<file path="config.mk">
export PLATFORM = sky130hd
export DESIGN_NAME = if_id_stage
export DESIGN_NICKNAME = d
export VERILOG_FILES = /design/src/rtl/if_id_stage.sv
export SDC_FILE = /design/constraint.sdc
export NUM_CORES = 1
export LEC_CHECK = 0
export ABC_AREA = 1
export ABC_CLOCK_PERIOD_IN_PS = 4200
export CELL_PAD_IN_SITES_DETAIL_PLACEMENT = 2
export CELL_PAD_IN_SITES_GLOBAL_PLACEMENT = 2
export CORE_ASPECT_RATIO = 1.2
export CORE_MARGIN = 3
export CORE_UTILIZATION = 20
export CTS_CLUSTER_DIAMETER = 60
export CTS_CLUSTER_SIZE = 28
export DETAILED_ROUTE_END_ITERATION = 6
export GPL_TIMING_DRIVEN = 1
export HOLD_SLACK_MARGIN = 0.06
export PLACE_DENSITY = 0.92
export SLEW_MARGIN = 0
export SYNTH_ARGS = -nofsm -noshare
export SYNTH_HDL_FRONTEND = slang
export SYNTH_SLANG_ARGS = --single-unit
</file>
<file path="constraint.sdc">
create_clock -name clk -period 4.2 [get_ports clk]
set_clock_uncertainty 0.1 [all_clocks]
set_input_delay 1.26 -clock clk [delete_from_list [all_inputs] [get_ports clk]]
set_output_delay 1.26 -clock clk [all_outputs]
set_load 0.01 [all_outputs]
</file>
<file path="src/rtl/if_id_stage.sv">
// IF/ID pipeline register with field decode, branch/jump target shaping and load-use hazard detection.
// Optional performance counters are built only when IF_ID_PERF_COUNTERS_EN is defined.
module if_id_stage #(
    parameter logic [31:0] NOP_WORD = 32'h0000_0000,
    parameter int          CNT_W    = 32
) (
    input  logic             clk,
    input  logic             reset,
    input  logic [31:0]      instruction,
    input  logic [31:0]      PC,
    input  logic             flush,
    input  logic             id_ex_mem_read,
    input  logic [4:0]       id_ex_rt,
    output logic [31:0]      if_id_instruction,
    output logic [31:0]      if_id_pc_plus4,
    output logic             if_id_valid,
    output logic [5:0]       opcode,
    output logic [4:0]       rs,
    output logic [4:0]       rt,
    output logic [4:0]       rd,
    output logic [4:0]       shamt,
    output logic [5:0]       funct,
    output logic [31:0]      imm_sext,
    output logic [31:0]      shifted,
    output logic [27:0]      Jump_address,
    output logic             stall,
    output logic             id_bubble,
    output logic [CNT_W-1:0] stall_count,
    output logic [CNT_W-1:0] flush_count
);

    localparam logic [5:0] OP_RTYPE = 6'h00;
    localparam logic [5:0] OP_BEQ   = 6'h04;
    localparam logic [5:0] OP_BNE   = 6'h05;
    localparam logic [5:0] OP_SW    = 6'h2B;

    logic [31:0] pc_plus4;
    logic        rt_used;

    assign pc_plus4 = PC + 32'd4;

    // Falling-edge capture keeps this register in step with the PC register in instruction_fetch.
    // NOTE: sequential state uses non-blocking assignments so every register samples pre-edge values.
    always_ff @(negedge clk or negedge reset) begin
        if (!reset) begin
            if_id_instruction <= NOP_WORD;
            if_id_pc_plus4    <= 32'd0;
            if_id_valid       <= 1'b0;
        end else if (flush) begin
            if_id_instruction <= NOP_WORD;
            if_id_pc_plus4    <= pc_plus4;
            if_id_valid       <= 1'b0;
        end else if (!stall) begin
            if_id_instruction <= instruction;
            if_id_pc_plus4    <= pc_plus4;
            if_id_valid       <= 1'b1;
        end
    end

    assign opcode       = if_id_instruction[31:26];
    assign rs           = if_id_instruction[25:21];
    assign rt           = if_id_instruction[20:16];
    assign rd           = if_id_instruction[15:11];
    assign shamt        = if_id_instruction[10:6];
    assign funct        = if_id_instruction[5:0];
    assign imm_sext     = {{16{if_id_instruction[15]}}, if_id_instruction[15:0]};
    assign shifted      = imm_sext << 2;
    assign Jump_address = {if_id_instruction[25:0], 2'b00};

    // Only these formats read rt as a source; loads, immediates and jumps write or ignore it.
    assign rt_used = (opcode == OP_RTYPE) || (opcode == OP_BEQ) ||
                     (opcode == OP_BNE)   || (opcode == OP_SW);

    assign stall = if_id_valid && id_ex_mem_read && (id_ex_rt != 5'd0) &&
                   ((id_ex_rt == rs) || (rt_used && (id_ex_rt == rt)));

    assign id_bubble = stall || !if_id_valid;

`ifdef IF_ID_PERF_COUNTERS_EN
    localparam logic [CNT_W-1:0] CNT_ONE = CNT_W'(1);

    logic [CNT_W-1:0] stall_cnt_q;
    logic [CNT_W-1:0] flush_cnt_q;

    // Both counters saturate rather than wrap so a long run never reports a small value.
    always_ff @(negedge clk or negedge reset) begin
        if (!reset) begin
            stall_cnt_q <= '0;
            flush_cnt_q <= '0;
        end else begin
            if (stall && !flush && (stall_cnt_q != '1))
                stall_cnt_q <= stall_cnt_q + CNT_ONE;
            if (flush && (flush_cnt_q != '1))
                flush_cnt_q <= flush_cnt_q + CNT_ONE;
        end
    end

    assign stall_count = stall_cnt_q;
    assign flush_count = flush_cnt_q;
`else
    assign stall_count = '0;
    assign flush_count = '0;
`endif

endmodule

</file>
# --- After elaboration in Yosys (flattened, before gate mapping) ---
# Index checks and enable logic that the tools add are counted.
word_totals:
  in_bits: 73
  out_inout_bits: 255
  register_bits: 65
  wordCells: 28
op_classes:
  eq_ne: 6
  n_mux: 6
  reduce_logical: 12
  addsub: 1
ops:
  columns: ["operator", "n"]
  rows:
  - ["$mux 32", 4]
  - ["$add 32x3->32 const B", 1]
  - ["$eq 6x3->1 const B", 2]
  - ["$eq 5x5->1", 2]
  - ["$eq 6x6->1 const B", 1]
  - ["$logic_not 6->1", 1]
  - ["$logic_or 1x1->1", 5]
  - ["$reduce_bool 5->1", 1]
  - ["$logic_and 1x1->1", 4]
  - ["$mux 1", 2]
  - ["$ne 2x2->1 const B", 1]
  - ["$logic_not 1->1", 1]

# --- Depth between registers and ports, before layout ---
logic_depth:
  depth_word: 9
  ltp_mapped: 10
  ltp_nobuf: 10

==> results.md <==
- Post-Layout Cell Count: 1440
- Setup Viol. Count Final: 251
- Synth Cell Area: 5185 sq um
- Syn. warnings: 0
- Drt first pass iters: 4
- Static Leak: 0.005642 uW
- Hold crit path type: reg -> reg
- Crit. End Element: primary output
- Synth async-reset ratio: 1.000
- Synth Area in Compound Gates: 0.001689
- Adder-Cell Fraction of Synth Area: 0.002413
- Final Max Slew Viols: 0
- Hold Vio Cnt, Final: 0
- Root Driver: clkbuf_16
- Worst VDD drop: 0.1328 mV
- H-tree depth: 3
- Cells after synthesis: 714
- CP top delay family: flip-flops
- Initial Util: 0.2062
- Critical path data arrival time: 3.94 ns
- GRT Total Usage: 0.2129
- XOR/XNOR Fraction of Synth Area: 0.03378
- Seq pwr share: 0.277
- Post-route antenna net violation count: 0
- Crit-path most repeated cell: nand2_1
- Commonest register cell after synthesis: dfrtn_1
- Drc violations: 0
- Hpwl dp: 18.48 mm
- Seq/Total Area, Yosys: 0.3137
- Gate power share: 0.387
- Worst Setup Slack, final: -1.100 ns
- Status: complete, but fails checks
- Worst Setup Path Type: reg -> out
- Placed inst area: 7841 sq um
- Crit path buf inv count: 3
- Delay of the slowest cell on the worst path: 0.50 ns
- Number of synthesized flops with an enable pin: 0
- Synth top area cells: dfrtn_1 31%, buf_4 28%, nand2_1 14%
- GRT overflow: 0
- CTS tree: done
- Total CTS buffers: 9
- Number of max-cap violations: 0
- Reg clk slew, reported paths: 0.05 ns
- Die X: 153.0 microns
- Global placer's final weighted congestion: 0.8431
- Crit path max-delay cell type: dfrtn_1
- # clock sinks: 65
- Synth Register Bits: 65
- Initial DRC Count: 243
- Sw Share: 0.3271
- Mux share of post-synthesis cell area: 0
- Fraction of layout cells with a size suffix above 1: 0.5399
- Number of I/O pins: 328
- Largest net degree at the start of global routing: 51
- Via count: 6385
- Nets@finish: 1184
- Pwr dens: 234.4 nW/um^2
- Ant diodes: 0
- Initial antenna violation count: 0
- Core area: 25150 sq um
- Yosys top cell by area: dfrtn_1
- RSZ-0062 raised after global routing: true
- Placed Cells incl. Taps: 1255
- Most frequent cells after synthesis: 198 x nand2_1, 195 x buf_4, 66 x nand4_1, 65 x dfrtn_1, 45 x nand3_1
- First-pass GRT wire length: 45.41 mm
- Fin util: 0.4337
- WL/cell: 24.79 microns
- Failing checks: setup timing
- FP Rows: 63
- Total Routed Length: 35.70 mm
- Psw: 836.3 uW
- Post-Synth Simple-Gate Area: 0.3183
- Clk buf depth: 2
- Distinct cells, synth: 19
- Via density: 4.434
- Syn Area/Cell: 7.262 sq um
- Number of hold buffers added after CTS: 0
- Worst skew pair latency: 0.36 ns
- Worst path cell trace: nand2_1, inv_1, nand2_1, nand2_1, nand3_2, o21ai_4, nand2_4, buf_12, nand2_4, buf_6
- Design area: 10910 sq um
- Most numerous cell in the Yosys netlist: nand2_1
- Hold_ws: 0.3931 ns
- P_int: 1720 uW
- Clock power share: 0.335
- Area Overhead vs Synth: 110.3%
- Yosys top cell area share: 0.3137
- PortBufs: 259
- Critical Path RT: 2.84 ns
- Largest family of logic cells by synthesized area: buffers and inverters
- Vias in the first global route: 7045
- Largest fanout on the critical path: 4
- Die Y: 182.4 microns
- CP Launch Type: register
- Die area: 27900 sq um
==> power by group through the flow <==
stage          logic, uW  registers, uW  clock network (uW)
6_report             990            709                 857
5_1_grt             1040            712                 907
4_1_cts              829            700                 871
3_5_place_dp         635            716                   0
3_3_place_gp         612            712                   0
2_1_floorplan        313            733                   0
==> worst reg2reg max path, stage by stage (launching register included) <==
cell	delay, ns
dfrtn_1	0.57
xor2_4	0.23
nor2_4	0.07
nand3_2	0.09
o21ai_4	0.08
buf_6	0.13
buf_6	0.11
buf_6	0.10
buf_12	0.14
buf_16	0.14
nand4_1	0.12
nand2_1	0.14
==> worst paths after layout <==
check                                       from                    end  slack, ns  cells past startpoint
max                        if_id_instruction[29]              id_bubble      -1.10                     10
min                           if_id_pc_plus4[17]     if_id_pc_plus4[17]       0.39                      2
max reg2reg                if_id_instruction[24]  if_id_instruction[22]       1.97                     11
min reg2reg                   if_id_pc_plus4[17]     if_id_pc_plus4[17]       0.39                      2
max in group asynchronous                  reset     if_id_pc_plus4[26]       0.82                      2
min in group asynchronous                  reset            if_id_valid       2.66                      1
==> cells in the final DEF, fill, tap and decap left out, types with 20 or more instances in the layout <==
cell type / instances
inv_1: 25
buf_6: 278
dfrtn_1: 65
nand3_1: 25
nand4_1: 66
nand2_1: 150
buf_4: 128
nor2_1: 20
buf_12: 25
dlymetal6s2s_1: 25
clkdlybuf4s50_1: 41
conb_1: 68
nand2_2: 42
==> kinds of logic after synthesis <==
| group | after synthesis |
|---|---|
| xor+xnor | 20 |
| compound gates | 1 |
| buf+inv | 256 |
| other cells | 1 |
| fa+ha+maj | 1 |
| simple gates | 370 |
| flops | 65 |
==> area by class of cell <==
class,instances,area (sq um)
multi-input cells,460,2570
inverters,38,155.1
repair buffers,536,5826
fillers,2674,14240
flip-flops and latches,65,1627
clock inverters,6,92.59
well taps,325,406.6
clock buffers,10,229.0
==> metal layers <==
| metal | global-route usage | part of all wire | wire length (microns) |
|---|---|---|---|
| met3 | 0.04151 | 0.057 | 2049 |
| met4 | 0.08592 | 0.039 | 1399 |
| met2 | 0.4264 | 0.56 | 20080 |
| met1 | 0.2120 | 0.34 | 12170 |
| met5 | 0 | 0 | 0 |
==> sequential cells by signal, summed over array words and instances (netlist names) <==
signal / flops
if_id_instruction: 32
if_id_valid: 1
if_id_pc_plus4: 32
==> timing repair <==
action	CTS	global route
pin swaps	56	32
resized for setup	1042	266
setup buffers	124	74
endpoints found under the setup margin	251	251
gates cloned	10	8
==> metrics by stage <==
| stage | total power [uW] | TNS [ns] | setup WS, ns |
|---|---|---|---|
| CTS | 2400 | -128.49 | -1.070 |
| global placement | 1324 | -128.23 | -1.147 |
| detailed placement | 1351 | -138.17 | -1.206 |
| floorplan | 1047 | -36.87 | -0.5502 |
| finish | 2557 | -104.00 | -1.100 |
| global route | 2657 | -111.50 | -1.177 |
(Power assumes the default switching activity.)
